===== src/rtl/multicycle_control_fsm.sv =====
// Multicycle main control unit for a MIPS-subset CPU.
//
// Steps each instruction through FETCH, DECODE and an execute/memory phase,
// and drives every datapath select and enable line. Each instruction retires
// with exactly one PCWrite pulse, and instr_count counts those pulses.
//
// Handshake: mem_ready is a level from memory meaning "the current access
// has completed this cycle". The FSM samples it only in FETCH, LW_WB and
// SW_MEM. Writes that depend on memory (register write for LW, memWrite for
// SW) and the retiring PCWrite are asserted only in the cycle mem_ready=1,
// so each is a single-cycle pulse. mem_ready is ignored in every other state.
//
// Ports:
//   clock, reset      rising-edge clock, synchronous active-high reset
//   instr[31:0]       current instruction (held stable by the datapath)
//   mem_ready         memory access complete
//   PCWrite .. jumpReg  datapath controls (ALUSrcB/PCSrc 2 bits, ALUControl 5)
//   state[3:0]        current FSM state (debug)
//   halted            an illegal instruction was seen; leaves only on reset
//   instr_count[15:0] retired-instruction counter, wraps at 0xFFFF
module multicycle_control_fsm (
  input  logic        clock,
  input  logic        reset,
  input  logic [31:0] instr,
  input  logic        mem_ready,
  output logic        PCWrite,
  output logic        IorD,
  output logic        IRWrite,
  output logic        ALUSrcA,
  output logic        secondRound,
  output logic [1:0]  ALUSrcB,
  output logic [1:0]  PCSrc,
  output logic [4:0]  ALUControl,
  output logic        memToReg,
  output logic        memWrite,
  output logic        regWriteEnable,
  output logic        regDst,
  output logic        branchEnable,
  output logic        jump,
  output logic        jumpReg,
  output logic [3:0]  state,
  output logic        halted,
  output logic [15:0] instr_count
);

  localparam logic [5:0] OP_RTYPE = 6'b000000;
  localparam logic [5:0] OP_LW    = 6'b100011;
  localparam logic [5:0] OP_SW    = 6'b101011;
  localparam logic [5:0] OP_ADDI  = 6'b001000;
  localparam logic [5:0] OP_NORI  = 6'b001111;
  localparam logic [5:0] OP_BLT   = 6'b000100;
  localparam logic [5:0] OP_J     = 6'b000010;
  localparam logic [5:0] OP_JAL   = 6'b000011;

  localparam logic [5:0] FN_ADD = 6'h20;
  localparam logic [5:0] FN_SUB = 6'h22;
  localparam logic [5:0] FN_AND = 6'h24;
  localparam logic [5:0] FN_OR  = 6'h25;
  localparam logic [5:0] FN_NOR = 6'h27;
  localparam logic [5:0] FN_JR  = 6'h08;

  localparam logic [4:0] ALU_ADD = 5'd0;
  localparam logic [4:0] ALU_SUB = 5'd1;
  localparam logic [4:0] ALU_AND = 5'd2;
  localparam logic [4:0] ALU_OR  = 5'd3;
  localparam logic [4:0] ALU_NOR = 5'd4;

  typedef enum logic [3:0] {
    S_FETCH   = 4'd0,
    S_DECODE  = 4'd1,
    S_EXEC_R  = 4'd2,
    S_EXEC_I  = 4'd3,
    S_LW_ADDR = 4'd4,
    S_LW_WB   = 4'd5,
    S_SW_MEM  = 4'd6,
    S_BR_EVAL = 4'd7,
    S_JUMP    = 4'd8,
    S_HALT    = 4'd15
  } state_t;

  state_t      state_q;
  state_t      state_d;
  logic [15:0] count_q;

  logic [5:0] opcode;
  logic [5:0] funct;
  assign opcode = instr[31:26];
  assign funct  = instr[5:0];

  // R-type ALU decode; funct_ok is low for any funct without an operation.
  logic [4:0] alu_r;
  logic       funct_ok;
  always_comb begin
    alu_r    = ALU_ADD;
    funct_ok = 1'b1;
    case (funct)
      FN_ADD:  alu_r = ALU_ADD;
      FN_SUB:  alu_r = ALU_SUB;
      FN_AND:  alu_r = ALU_AND;
      FN_OR:   alu_r = ALU_OR;
      FN_NOR:  alu_r = ALU_NOR;
      default: funct_ok = 1'b0;
    endcase
  end

  always_ff @(posedge clock) begin
    if (reset) begin
      state_q <= S_FETCH;
      count_q <= 16'd0;
    end else begin
      state_q <= state_d;
      if (PCWrite) count_q <= count_q + 16'd1;
    end
  end

  always_comb begin
    state_d        = state_q;
    PCWrite        = 1'b0;
    IorD           = 1'b0;
    IRWrite        = 1'b0;
    ALUSrcA        = 1'b0;
    secondRound    = 1'b0;
    ALUSrcB        = 2'b00;
    PCSrc          = 2'b00;
    ALUControl     = ALU_ADD;
    memToReg       = 1'b0;
    memWrite       = 1'b0;
    regWriteEnable = 1'b0;
    regDst         = 1'b0;
    branchEnable   = 1'b0;
    jump           = 1'b0;
    jumpReg        = 1'b0;
    halted         = 1'b0;

    case (state_q)
      S_FETCH: begin
        IRWrite = 1'b1;
        if (mem_ready) state_d = S_DECODE;
      end
      S_DECODE: begin
        // ALU computes PC + (SignImm<<2) so the branch target is captured
        // here, before the instruction class is known.
        ALUSrcA      = 1'b1;
        ALUSrcB      = 2'b11;
        ALUControl   = ALU_ADD;
        branchEnable = 1'b1;
        case (opcode)
          OP_RTYPE:        state_d = (funct == FN_JR) ? S_JUMP : S_EXEC_R;
          OP_ADDI, OP_NORI: state_d = S_EXEC_I;
          OP_LW:           state_d = S_LW_ADDR;
          OP_SW:           state_d = S_SW_MEM;
          OP_BLT:          state_d = S_BR_EVAL;
          OP_J, OP_JAL:    state_d = S_JUMP;
          default:         state_d = S_HALT;
        endcase
      end
      S_EXEC_R: begin
        if (funct_ok) begin
          ALUSrcB        = 2'b00;
          ALUControl     = alu_r;
          regDst         = 1'b1;
          regWriteEnable = 1'b1;
          PCSrc          = 2'b00;
          PCWrite        = 1'b1;
          state_d        = S_FETCH;
        end else begin
          state_d = S_HALT;
        end
      end
      S_EXEC_I: begin
        ALUSrcB        = 2'b10;
        ALUControl     = (opcode == OP_NORI) ? ALU_NOR : ALU_ADD;
        regWriteEnable = 1'b1;
        PCWrite        = 1'b1;
        state_d        = S_FETCH;
      end
      S_LW_ADDR: begin
        ALUSrcB     = 2'b10;
        ALUControl  = ALU_ADD;
        IorD        = 1'b1;
        secondRound = 1'b1;
        state_d     = S_LW_WB;
      end
      S_LW_WB: begin
        // Address drives stay up so the memory sees a stable address
        // for the whole stall.
        ALUSrcB     = 2'b10;
        ALUControl  = ALU_ADD;
        IorD        = 1'b1;
        secondRound = 1'b1;
        memToReg    = 1'b1;
        if (mem_ready) begin
          regWriteEnable = 1'b1;
          PCWrite        = 1'b1;
          state_d        = S_FETCH;
        end
      end
      S_SW_MEM: begin
        ALUSrcB     = 2'b10;
        ALUControl  = ALU_ADD;
        IorD        = 1'b1;
        secondRound = 1'b1;
        if (mem_ready) begin
          memWrite = 1'b1;
          PCWrite  = 1'b1;
          state_d  = S_FETCH;
        end
      end
      S_BR_EVAL: begin
        ALUSrcB    = 2'b00;
        ALUControl = ALU_SUB;
        PCSrc      = 2'b10;
        PCWrite    = 1'b1;
        state_d    = S_FETCH;
      end
      S_JUMP: begin
        PCWrite = 1'b1;
        state_d = S_FETCH;
        case (opcode)
          OP_J:   PCSrc = 2'b01;
          OP_JAL: begin
            PCSrc          = 2'b01;
            jump           = 1'b1;
            memToReg       = 1'b1;
            regWriteEnable = 1'b1;
          end
          default: begin
            // Only JR reaches JUMP with a non-jump opcode.
            PCSrc   = 2'b11;
            jumpReg = 1'b1;
          end
        endcase
      end
      S_HALT: begin
        halted = 1'b1;
      end
      default: begin
        state_d = S_HALT;
      end
    endcase

    // Reset cycle: silence everything so an aborted instruction never
    // writes a register or memory, even with mem_ready high.
    if (reset) begin
      state_d        = S_FETCH;
      PCWrite        = 1'b0;
      IorD           = 1'b0;
      IRWrite        = 1'b0;
      ALUSrcA        = 1'b0;
      secondRound    = 1'b0;
      ALUSrcB        = 2'b00;
      PCSrc          = 2'b00;
      ALUControl     = ALU_ADD;
      memToReg       = 1'b0;
      memWrite       = 1'b0;
      regWriteEnable = 1'b0;
      regDst         = 1'b0;
      branchEnable   = 1'b0;
      jump           = 1'b0;
      jumpReg        = 1'b0;
      halted         = 1'b0;
    end
  end

  assign state       = reset ? 4'd0  : state_q;
  assign instr_count = reset ? 16'd0 : count_q;

endmodule


===== config.mk =====
export PLATFORM = sky130hd
export DESIGN_NAME = multicycle_control_fsm
export DESIGN_NICKNAME = d
export VERILOG_FILES = /design/src/rtl/multicycle_control_fsm.sv
export SDC_FILE = /design/constraint.sdc
export NUM_CORES = 1
export LEC_CHECK = 0
export ABC_AREA = 1
export BUFFER_PORTS_ARGS = -buffer_cell sky130_fd_sc_hd__buf_2
export CORE_AREA = 5 5 82 84
export CTS_CLUSTER_SIZE = 14
export DETAILED_ROUTE_END_ITERATION = 8
export DIE_AREA = 0 0 87 89
export MAX_ROUTING_LAYER = met4
export SETUP_SLACK_MARGIN = 0.5
export SLEW_MARGIN = 20
export SYNTH_ARGS = -nofsm -noshare
export SYNTH_HDL_FRONTEND = slang
export SYNTH_SLANG_ARGS = --single-unit

===== constraint.sdc =====
create_clock -name clock -period 2 [get_ports clock]
set_input_delay 0.1 -clock clock [delete_from_list [all_inputs] [get_ports clock]]
set_output_delay 0.1 -clock clock [all_outputs]
set_load 0.05 [all_outputs]

==> results by group, run 1 <==
Global route
  • Largest net degree at the start of global routing: 29
  • GRT Util Overall: 15.3%
  • First-pass GRT wire length: 9430 µm
  • Initial antenna violation count: 0
  • Number of global-route vias before repair: 2146
  • Grt ovf: 0

Logic synthesis
  • Mapped cell area: 1780 µm²
  • Count of different cell masters after synthesis: 28
  • Post-synthesis register bit count: 20
  • Share of the synthesized area in the top cell type: 22.4%
  • Syn_area_per_cell: 5.28 µm²
  • Cell count after synthesis: 338
  • Top cells by area, synth: dfxtp_1 (22%), nand2_1 (20%), nor2_1 (16%), nand3_1 (9.5%), inv_1 (9.0%)
  • Seq/Total Area, Yosys: 22.4%
  • Area leader, netlist: dfxtp_1
  • Ys Warns: 0

Timing
  • Unrepaired setup endpoints after global routing: true
  • Tcrit/Tclk final: 79.7%
  • Hold Violations, Final: 0
  • Fin crit period: 1.59 ns
  • Final-report max-slew violation count: 0
  • Final TNS setup: 0 ns
  • Final hold slack: 0.236 ns
  • Setup Viol. Count Final: 0
  • Max Freq: 0.628 GHz
  • Fin Clk Skew: 0.00430 ns

Floorplanning
  • IO Pins: 77
  • Die H: 89 µm
  • Die ar.: 7740 µm²
  • Rows: 28
  • Die width: 87 µm
  • Core ar.: 5850 µm²
  • Initial Util: 30.5%

Clock network
  • CTS Buf Count: 3
  • Worst-Skew Late Latency: 0.27 ns
  • Clock Path Buffers: 2
  • H-tree Lvls: 1
  • Root Buffer: clkbuf_8
  • Hold_buf cts: 0
  • Clk pin slew, worst setup/hold paths: 0.07 ns
  • Clk sinks: 20
  • TritonCTS clock tree: yes

Placed design
  • # port buffers: 54
  • GP Congestion: 0.867
  • Detailed Place HPWL: 4300 µm
  • Placed Area: 2200 µm²

Critical path
  • Crit start category: register
  • Critical Path End Type: primary output
  • Worst EP arrival: 1.49 ns
  • CP required: 1.90 ns
  • CP max FO: 3
  • Setup Crit Path Kind: reg2out

Route
  • Vias per inst: 4.83
  • DRT iter0 DRCs: 135
  • Drt total wl: 6050 µm
  • Drt pass-1 iters: 4
  • DRC: 0
  • Avg WL per Cell: 12.5 µm
  • Routed Antenna Nets: 0
  • Overall via count from detail_route: 2331

Power
  • Cell area power density: 881 nW/µm²
  • Switching Share: 49.4%
  • Max VDD drop: 0.581 mV
  • Sequential Power Share: 22.4%
  • Logic gate share of total power: 64.7%
  • Psw: 1.22 mW
  • Pint: 1.25 mW
  • Clock share of power: 12.9%
  • Lkg Pwr: 1.29 nW

Cells and area
  • Antenna diodes: 0
  • Most frequent cells in the layout: nand2_1 (84), nor2_1 (58), inv_1 (36), buf_2 (35), nand3_1 (30)
  • Area Overhead vs Synth: 56.9%
  • Fillcell total: 586
  • Final #Nets: 445
  • Fin area: 2800 µm²
  • Multi-input gate area: 1420 µm²
  • Commonest non-fill, non-tap cell in the layout: nand2_1
  • Core Util, Final: 47.9%
  • Ratio of cells with drive above 1 in the final layout: 37.5%
  • Flip-flop and latch area: 419 µm²

Run
  • Max_cap viols: 0

Run status
  • Status: complete, no violations

Min path
  • Class of the worst hold path: in2reg
cell type report:
| type | count | area share [%] |
|---|---|---|
| sequential | 20 | 15.0 |
| tap | 75 | 3.35 |
| clock buffer | 4 | 1.97 |
| multi-input combinational | 258 | 50.8 |
| timing repair buffer | 79 | 22.0 |
| inverter | 47 | 6.93 |
power by group through the flow:
stage	clock (mW)	combinational (mW)	sequential [mW]
detailed placement	0	1.03	0.498
finish	0.319	1.60	0.552
global route	0.340	1.70	0.556
floorplan	0	0.835	0.486
CTS	0.328	1.31	0.540
global placement	0	1.03	0.500
final timing paths:
kind,start,end,slack [ns],cells past startpoint
setup / recovery,state_q[2]$_SDFFE_PP0P_,regWriteEnable,0.41,9
hold / removal,mem_ready,state_q[2]$_SDFFE_PP0P_,0.24,3
setup reg to reg,state_q[0]$_SDFFE_PP0P_,count_q[11]$_SDFFE_PP0P_,0.47,11
hold reg to reg,count_q[15]$_SDFFE_PP0P_,count_q[15]$_SDFFE_PP0P_,0.48,2
flip-flops by register name, indices dropped and copies added (netlist names):
register  flops
state_q       4
count_q      16
worst max-delay path, cell delays in order, from the launching register on:
cell and delay [ns]:
dfxtp_4 0.37, inv_4 0.07, nor2_4 0.04, buf_6 0.12
buf_6 0.12, a31oi_4 0.17, nand3_2 0.08, nand2_1 0.06
inv_1 0.05, buf_6 0.14
synthesized netlist by cell type:
master    count
nand4_1       5
conb_1        1
nor2_4        1
ha_1          1
nand3b_1      1
nand2_1      94
nand3_1      34
nor3_1        5
o211ai_1      1
inv_1        43
inv_2         3
nor4_1        1
nor2_1       77
o31ai_1       1
a21oi_1      19
buf_6         1
a31oi_1       1
o21ai_0       7
and3_1        1
dfxtp_1      20
clkbuf_1      6
xor2_1        2
a22oi_1       1
buf_4         7
clkinv_1      1
nor2_2        2
mux2i_1       1
nand2_2       1
per-stage QoR:
step	setup WS [ns]	cells	total power [mW]
2_1_floorplan	0.270	339	1.32
6_report	0.407	483	2.47
3_5_place_dp	0.261	462	1.53
3_3_place_gp	0.255	462	1.53
4_1_cts	0.406	475	2.18
5_1_grt	0.340	483	2.60
metal layers:
metal | vias up | track usage, % | part of all wire [%]
met1 | 1079 | 19.0 | 45
li1 | 1191 | - | -
met4 | 0 | 2.55 | 0.88
met5 | - | - | 0
met2 | 55 | 26.7 | 50
met3 | 6 | 2.21 | 3.9
kinds of logic after synthesis:
family	synth area share, %
AO/OA/AOI/OAI	8.91
XOR/XNOR	0.982
adder cells (fa/ha/maj)	0.701
other	0.210
buffers and inverters	14.7
flip-flops	22.4
AND/OR/NAND/NOR	51.5
multiplexers	0.561
repair_timing:
action                     4_1_cts  5_1_grt
buffers inserted                 9        7
setup endpoints to repair       34       36
pin swaps                       15       21
cloned                           0        1
gates resized for setup         78       48
(Power assumes the default switching activity.)
==> inputs of run 2 (changes only) <==
--- a/config.mk
+++ b/config.mk
@@ -5,12 +5,12 @@
 export SDC_FILE = /design/constraint.sdc
 export NUM_CORES = 1
 export LEC_CHECK = 0
-export ABC_AREA = 1
+export ABC_AREA = 0
 export BUFFER_PORTS_ARGS = -buffer_cell sky130_fd_sc_hd__buf_2
-export CORE_AREA = 5 5 82 84
+export CORE_AREA = 5 5 79 81
 export CTS_CLUSTER_SIZE = 14
 export DETAILED_ROUTE_END_ITERATION = 8
-export DIE_AREA = 0 0 87 89
+export DIE_AREA = 0 0 84 86
 export MAX_ROUTING_LAYER = met4
 export SETUP_SLACK_MARGIN = 0.5
 export SLEW_MARGIN = 20
==> constraint.sdc (replaced) <==
create_clock -name clock -period 1.6 [get_ports clock]
set_input_delay 0.08 -clock clock [delete_from_list [all_inputs] [get_ports clock]]
set_output_delay 0.08 -clock clock [all_outputs]
set_load 0.05 [all_outputs]
==> results by group, run 2 <==
Timing
  • Slew margin rel.: 66.0%
  • Hold Violations, Final: 0
  • Tcrit/Tclk final: 123%
  • Unrepaired setup endpoints after global routing: true
  • Setup WS post-layout: -0.367 ns
  • Slew @ Worst Pin: 0.504 ns
  • Final TNS setup: -6.27 ns
  • Setup Viol. Count Final: 31
  • Max Freq: 0.508 GHz
  • Fin crit period: 1.97 ns
  • Fin Clk Skew: 0.00284 ns
  • Final-report max-slew violation count: 0

Logic synthesis
  • Post-synthesis compound-gate area fraction: 23.5%
  • Post-synthesis register bit count: 20
  • Count leader, synth: nor2_1
  • Post-synth EDFFs: 0
  • Post-synthesis mux area share: 1.30%
  • Primary FF master, synth: dfxtp_1
  • Largest family of logic cells by synthesized area: simple AND/OR/NAND/NOR gates
  • Area share of fa/ha/maj cells after synthesis: 0.766%
  • Share of the synthesized area in the top cell type: 24.5%
  • Top cells by area, synth: dfxtp_1 (25%), nor2b_1 (8.4%), nor2_1 (6.2%), o21ai_0 (5.5%), a21oi_1 (5.2%)
  • Area leader, netlist: dfxtp_1
  • Seq/Total Area, Yosys: 24.5%
  • Ys Warns: 0
  • Cell count after synthesis: 228
  • Mapped cell area: 1630 µm²
  • Share of synthesized flip-flops with an asynchronous set or reset: 0%
  • Simple-gate share of the synthesized area: 39.3%
  • Count of different cell masters after synthesis: 49
  • Syn_area_per_cell: 7.16 µm²
  • Xor and xnor area share after synthesis: 2.68%
  • Top cells by count, synth: nor2_1 (27), nor2b_1 (22), dfxtp_1 (20)

Cells and area
  • Antenna diodes: 0
  • Fin area: 3350 µm²
  • Multi-input gate area: 1650 µm²
  • Fillcell total: 453
  • Area Overhead vs Synth: 105%
  • Commonest non-fill, non-tap cell in the layout: buf_6
  • Most frequent cells in the layout: buf_6 (50), buf_4 (32), nor2_1 (14), buf_2 (14), o21ai_0 (13)
  • Final #Nets: 363
  • Flip-flop and latch area: 427 µm²
  • Largest regs: count_q (16), state_q (4)
  • Ratio of cells with drive above 1 in the final layout: 65.8%
  • Max FFs per register: 16
  • Most flop-heavy register: count_q

Critical path
  • Max stage delay cell, worst path: or4b_4
  • Critical Path, Cell by Cell: or4b_4 -> buf_6 -> a211oi_4 -> o21bai_4 -> buf_8
  • Critical Path Max Stage Delay: 0.59 ns
  • Crit start category: register
  • Critical Path End Type: primary output
  • Top delay family on crit path: simple AND/OR/NAND/NOR gates
  • Count of buffer and inverter cells on the critical path: 2
  • CP required: 1.52 ns
  • Worst EP arrival: 1.89 ns
  • CP max FO: 4
  • Setup Crit Path Kind: reg2out

Route
  • DR WL met2: 3030 µm
  • Met3 wire len: 264 µm
  • DRC: 0
  • Routed Antenna Nets: 0
  • Overall via count from detail_route: 2070
  • Avg WL per Cell: 15.0 µm
  • Drt pass-1 iters: 4
  • DRT iter0 DRCs: 79
  • Vias per inst: 5.21
  • Max Used Layer: met4
  • Drt total wl: 5960 µm
  • Met1 wire length: 2620 µm

Global route
  • Number of global-route vias before repair: 1875
  • Initial antenna violation count: 0
  • Largest net degree at the start of global routing: 43
  • GRT Util Overall: 14.6%
  • First-pass GRT wire length: 8660 µm
  • Grt ovf: 0

Min path
  • Class of the worst hold path: in2reg

Placed design
  • GP Congestion: 0.827
  • Detailed Place HPWL: 3830 µm
  • # port buffers: 54
  • Placed Area: 2470 µm²

Clock network
  • Worst-Skew Late Latency: 0.25 ns
  • H-tree Lvls: 1
  • Clock Path Buffers: 2
  • Clk pin slew, worst setup/hold paths: 0.07 ns
  • CTS Buf Count: 3
  • TritonCTS clock tree: yes
  • Root Buffer: clkbuf_8
  • Clk sinks: 20
  • Hold_buf cts: 0

Floorplanning
  • IO Pins: 77
  • Rows: 27
  • Die ar.: 7220 µm²
  • Die H: 86 µm
  • Initial Util: 30.2%
  • Core ar.: 5410 µm²
  • Die width: 84 µm

Power
  • Cell area power density: 1200 nW/µm²
  • Lkg Pwr: 1.24 nW
  • Max VDD drop: 0.689 mV

Run status
  • Failing checks: negative setup slack
  • Status: finished, violations left

Run
  • Max_cap viols: 0
run 2: final timing paths:
path,startpoint,slack (ns),endpoint,cells after the start
max,state_q[1]$_SDFFE_PP0P_,-0.37,PCSrc[1],5
min,instr[28],0.27,state_q[0]$_SDFFE_PP0P_,3
max reg2reg,state_q[1]$_SDFFE_PP0P_,-0.32,count_q[8]$_SDFFE_PP0P_,6
min reg2reg,count_q[15]$_SDFFE_PP0P_,0.50,count_q[15]$_SDFFE_PP0P_,2
run 2: area by class of cell:
type / instances / area share [%]
Clock buffer: 3 / 1.23
Inverter: 6 / 0.672
Multi-Input combinational cell: 184 / 49.2
Sequential cell: 20 / 12.7
Tap cell: 72 / 2.69
Timing Repair Buffer: 112 / 33.5
run 2: layer usage:
layer	track usage [%]	vias to the layer above
li1	-	1024
met1	19.9	983
met2	23.1	58
met3	1.92	5
met4	3.51	0
met5	-	-
run 2: logic make-up after synthesis:
group                      Yosys count
xor gates and xnor gates             5
muxes                                2
buffers and inverters               26
other                                1
adders and majority gates            1
and+or+nand+nor                    116
AOI/OAI and AO/OA                   57
DFF                                 20
run 2: report_power, final:
group / switching [mW] / internal [mW]
combinational: 1.56 / 1.48
sequential: 0.0767 / 0.583
clock: 0.156 / 0.168
total: 1.79 / 2.23
run 2: timing repair:
item                       4_1_cts  5_1_grt
resized for setup              107       78
pin swaps                        7       23
setup buffers                   13       11
setup endpoints to repair       59       58
cloned                           1        0
run 2: worst register-to-register path, cell delays in order, from the launching register on:
cell and delay [ns]:
dfxtp_4 0.35, or4b_4 0.59, o2111ai_4 0.16, buf_6 0.15, o211ai_4 0.09, or3_4 0.35
a21oi_2 0.15
run 2: metrics by stage:
step / hold WS [ns] / total power, mW / std cells / util [%] / worst slack (ns)
floorplan: 0.216 / 2.19 / 229 / - / -0.304
finish: 0.272 / 4.01 / 397 / 62.0 / -0.367
global route: 0.299 / 4.19 / 397 / 62.0 / -0.416
CTS: 0.276 / 3.42 / 386 / 54.5 / -0.342
detailed placement: 0.483 / 2.63 / 369 / 45.6 / -0.307
global placement: 0.470 / 2.63 / 369 / 45.6 / -0.219
==> inputs of run 3 (changes only) <==
--- a/config.mk
+++ b/config.mk
@@ -11,6 +11,7 @@
 export CTS_CLUSTER_SIZE = 14
 export DETAILED_ROUTE_END_ITERATION = 8
 export DIE_AREA = 0 0 84 86
+export GPL_TIMING_DRIVEN = 0
 export MAX_ROUTING_LAYER = met4
 export SETUP_SLACK_MARGIN = 0.5
 export SLEW_MARGIN = 20
==> constraint.sdc (replaced) <==
create_clock -name clock -period 1.63 [get_ports clock]
set_input_delay 0.0815 -clock clock [delete_from_list [all_inputs] [get_ports clock]]
set_output_delay 0.0815 -clock clock [all_outputs]
set_load 0.05 [all_outputs]
==> results by group, run 3 (synthesized netlist as in run 2, its figures left out) <==
Run status
  • Status: finished, violations left
  • Failing checks: negative setup slack

Power
  • Pwr Total: 4.15 mW
  • Logic gate share of total power: 76.6%
  • Switching Share: 44.8%
  • Max VDD drop: 0.723 mV
  • Psw: 1.86 mW
  • Lkg Pwr: 1.18 nW
  • Pint: 2.29 mW
  • Clock share of power: 7.7%
  • Cell area power density: 1320 nW/µm²
  • Sequential Power Share: 15.7%

Route
  • Overall via count from detail_route: 2028
  • Vias per inst: 5.23
  • DRT iter0 DRCs: 132
  • Drt pass-1 iters: 4
  • Drt total wl: 6170 µm
  • Avg WL per Cell: 15.9 µm
  • DRC: 0
  • Routed Antenna Nets: 0

Critical path
  • Count of buffer and inverter cells on the critical path: 4
  • Worst EP arrival: 1.92 ns
  • Reg2reg setup slack: -0.37 ns
  • CP max FO: 4
  • Critical Path Max Stage Delay: 0.54 ns
  • Max stage delay cell, worst path: or4b_4
  • Most Frequent Cell on Critical Path: buf_6
  • CP required: 1.55 ns
  • Top delay family on crit path: simple AND/OR/NAND/NOR gates
  • Critical Path, Cell by Cell: buf_6 -> or4b_4 -> inv_2 -> nand4_1 -> buf_6 -> a21oi_4 -> buf_6
  • Setup Crit Path Kind: reg2out
  • Critical Path End Type: primary output
  • Crit start category: register

Global route
  • Initial antenna violation count: 0
  • Grt ovf: 0
  • Number of global-route vias before repair: 1850
  • GRT Util Overall: 15.3%
  • Largest net degree at the start of global routing: 11
  • First-pass GRT wire length: 9090 µm

Cells and area
  • Flip-flop and latch area: 423 µm²
  • Fin area: 3150 µm²
  • Multi-input gate area: 1560 µm²
  • Fillcell total: 475
  • Area Overhead vs Synth: 93.0%
  • Largest regs: count_q (16), state_q (4)
  • Commonest non-fill, non-tap cell in the layout: buf_6
  • Antenna diodes: 0
  • Max FFs per register: 16
  • Most flop-heavy register: count_q
  • Ratio of cells with drive above 1 in the final layout: 58.5%
  • Most frequent cells in the layout: buf_6 (38), buf_4 (28), buf_2 (16), nor2_1 (16)
  • Final #Nets: 354

Timing
  • Slew @ Worst Pin: 0.562 ns
  • Tcrit/Tclk final: 123%
  • Fin Clk Skew: 0.00195 ns
  • Slew margin rel.: 62.6%
  • Setup Viol. Count Final: 40
  • Final-report max-slew violation count: 0
  • Setup WS post-layout: -0.373 ns
  • Hold Violations, Final: 0
  • Max Freq: 0.499 GHz
  • Fin crit period: 2.00 ns
  • Unrepaired setup endpoints after global routing: true

Clock network
  • H-tree Lvls: 1
  • Clk pin slew, worst setup/hold paths: 0.07 ns
  • Clk sinks: 20
  • TritonCTS clock tree: yes
  • Root Buffer: clkbuf_8
  • Worst-Skew Late Latency: 0.25 ns
  • Clock Path Buffers: 2
  • CTS Buf Count: 3

Floorplanning
  • IO Pins: 77
  • Die ar.: 7220 µm²
  • Die H: 86 µm
  • Core ar.: 5410 µm²
  • Die width: 84 µm
  • Rows: 27
  • Initial Util: 30.2%

Placed design
  • Placed Area: 2320 µm²
  • GP Congestion: 0.836
  • Detailed Place HPWL: 3880 µm
  • Placement Setup Slack: -0.563 ns
  • # port buffers: 51

Min path
  • Class of the worst hold path: in2reg

Run
  • Max_cap viols: 0
==> run 3: layout make-up <==
type,instances,area share (%)
Buffer,20,6.63
Clock buffer,3,1.31
Inverter,6,0.715
Multi-Input combinational cell,183,49.6
Sequential cell,20,13.4
Tap cell,72,2.86
Timing Repair Buffer,84,25.5
==> run 3: stage by stage <==
stage | hold slack (ns) | setup TNS, ns | instances | util (%)
after floorplan | 0.219 | -3.15 | 229 | -
after global placement | 0.459 | -7.47 | 352 | 43.0
after detailed placement | 0.474 | -7.81 | 352 | 43.0
after CTS | 0.276 | -6.42 | 372 | 52.2
after global routing | 0.299 | -10.79 | 388 | 58.3
final | 0.270 | -8.40 | 388 | 58.3
==> run 3: timing repair <==
item                                    4_1_cts  5_1_grt
pin swaps                                    18       17
endpoints found under the setup margin       59       54
buffers inserted                             17       16
hold endpoints to repair                      0        0
hold buffers                                  0        0
gates resized for setup                     106       54
==> run 3: final timing paths <==
path / endpoint / depth (start not counted) / start
min: state_q[1]$_SDFFE_PP0P_ / 4 / instr[3]
max: memToReg / 7 / state_q[2]$_SDFFE_PP0P_
max reg2reg: count_q[15]$_SDFFE_PP0P_ / 6 / state_q[2]$_SDFFE_PP0P_
min reg2reg: count_q[15]$_SDFFE_PP0P_ / 2 / count_q[15]$_SDFFE_PP0P_
==> run 3: metal layers <==
layer | share of wire [%] | up-vias | track usage [%]
li1 | - | 999 | -
met1 | 44 | 976 | 21.0
met2 | 51 | 47 | 24.6
met3 | 4.2 | 6 | 1.83
met4 | 0.68 | 0 | 2.63
met5 | 0 | - | -
==> run 3: worst register-to-register path, stage by stage, from the launching register on <==
cell and delay (ns):
dfxtp_2 0.33, buf_6 0.11, or4b_4 0.54, o2111ai_4 0.19, o21ai_4 0.14, or4_1 0.48
a21oi_1 0.13
==> run 3: power by group through the flow <==
stage / combinational, mW / sequential [mW] / clock [mW]
final: 3.18 / 0.653 / 0.318
after global routing: 3.32 / 0.662 / 0.349
after CTS: 2.46 / 0.633 / 0.329
after detailed placement: 1.85 / 0.636 / 0
after global placement: 1.84 / 0.634 / 0
after floorplan: 1.53 / 0.618 / 0
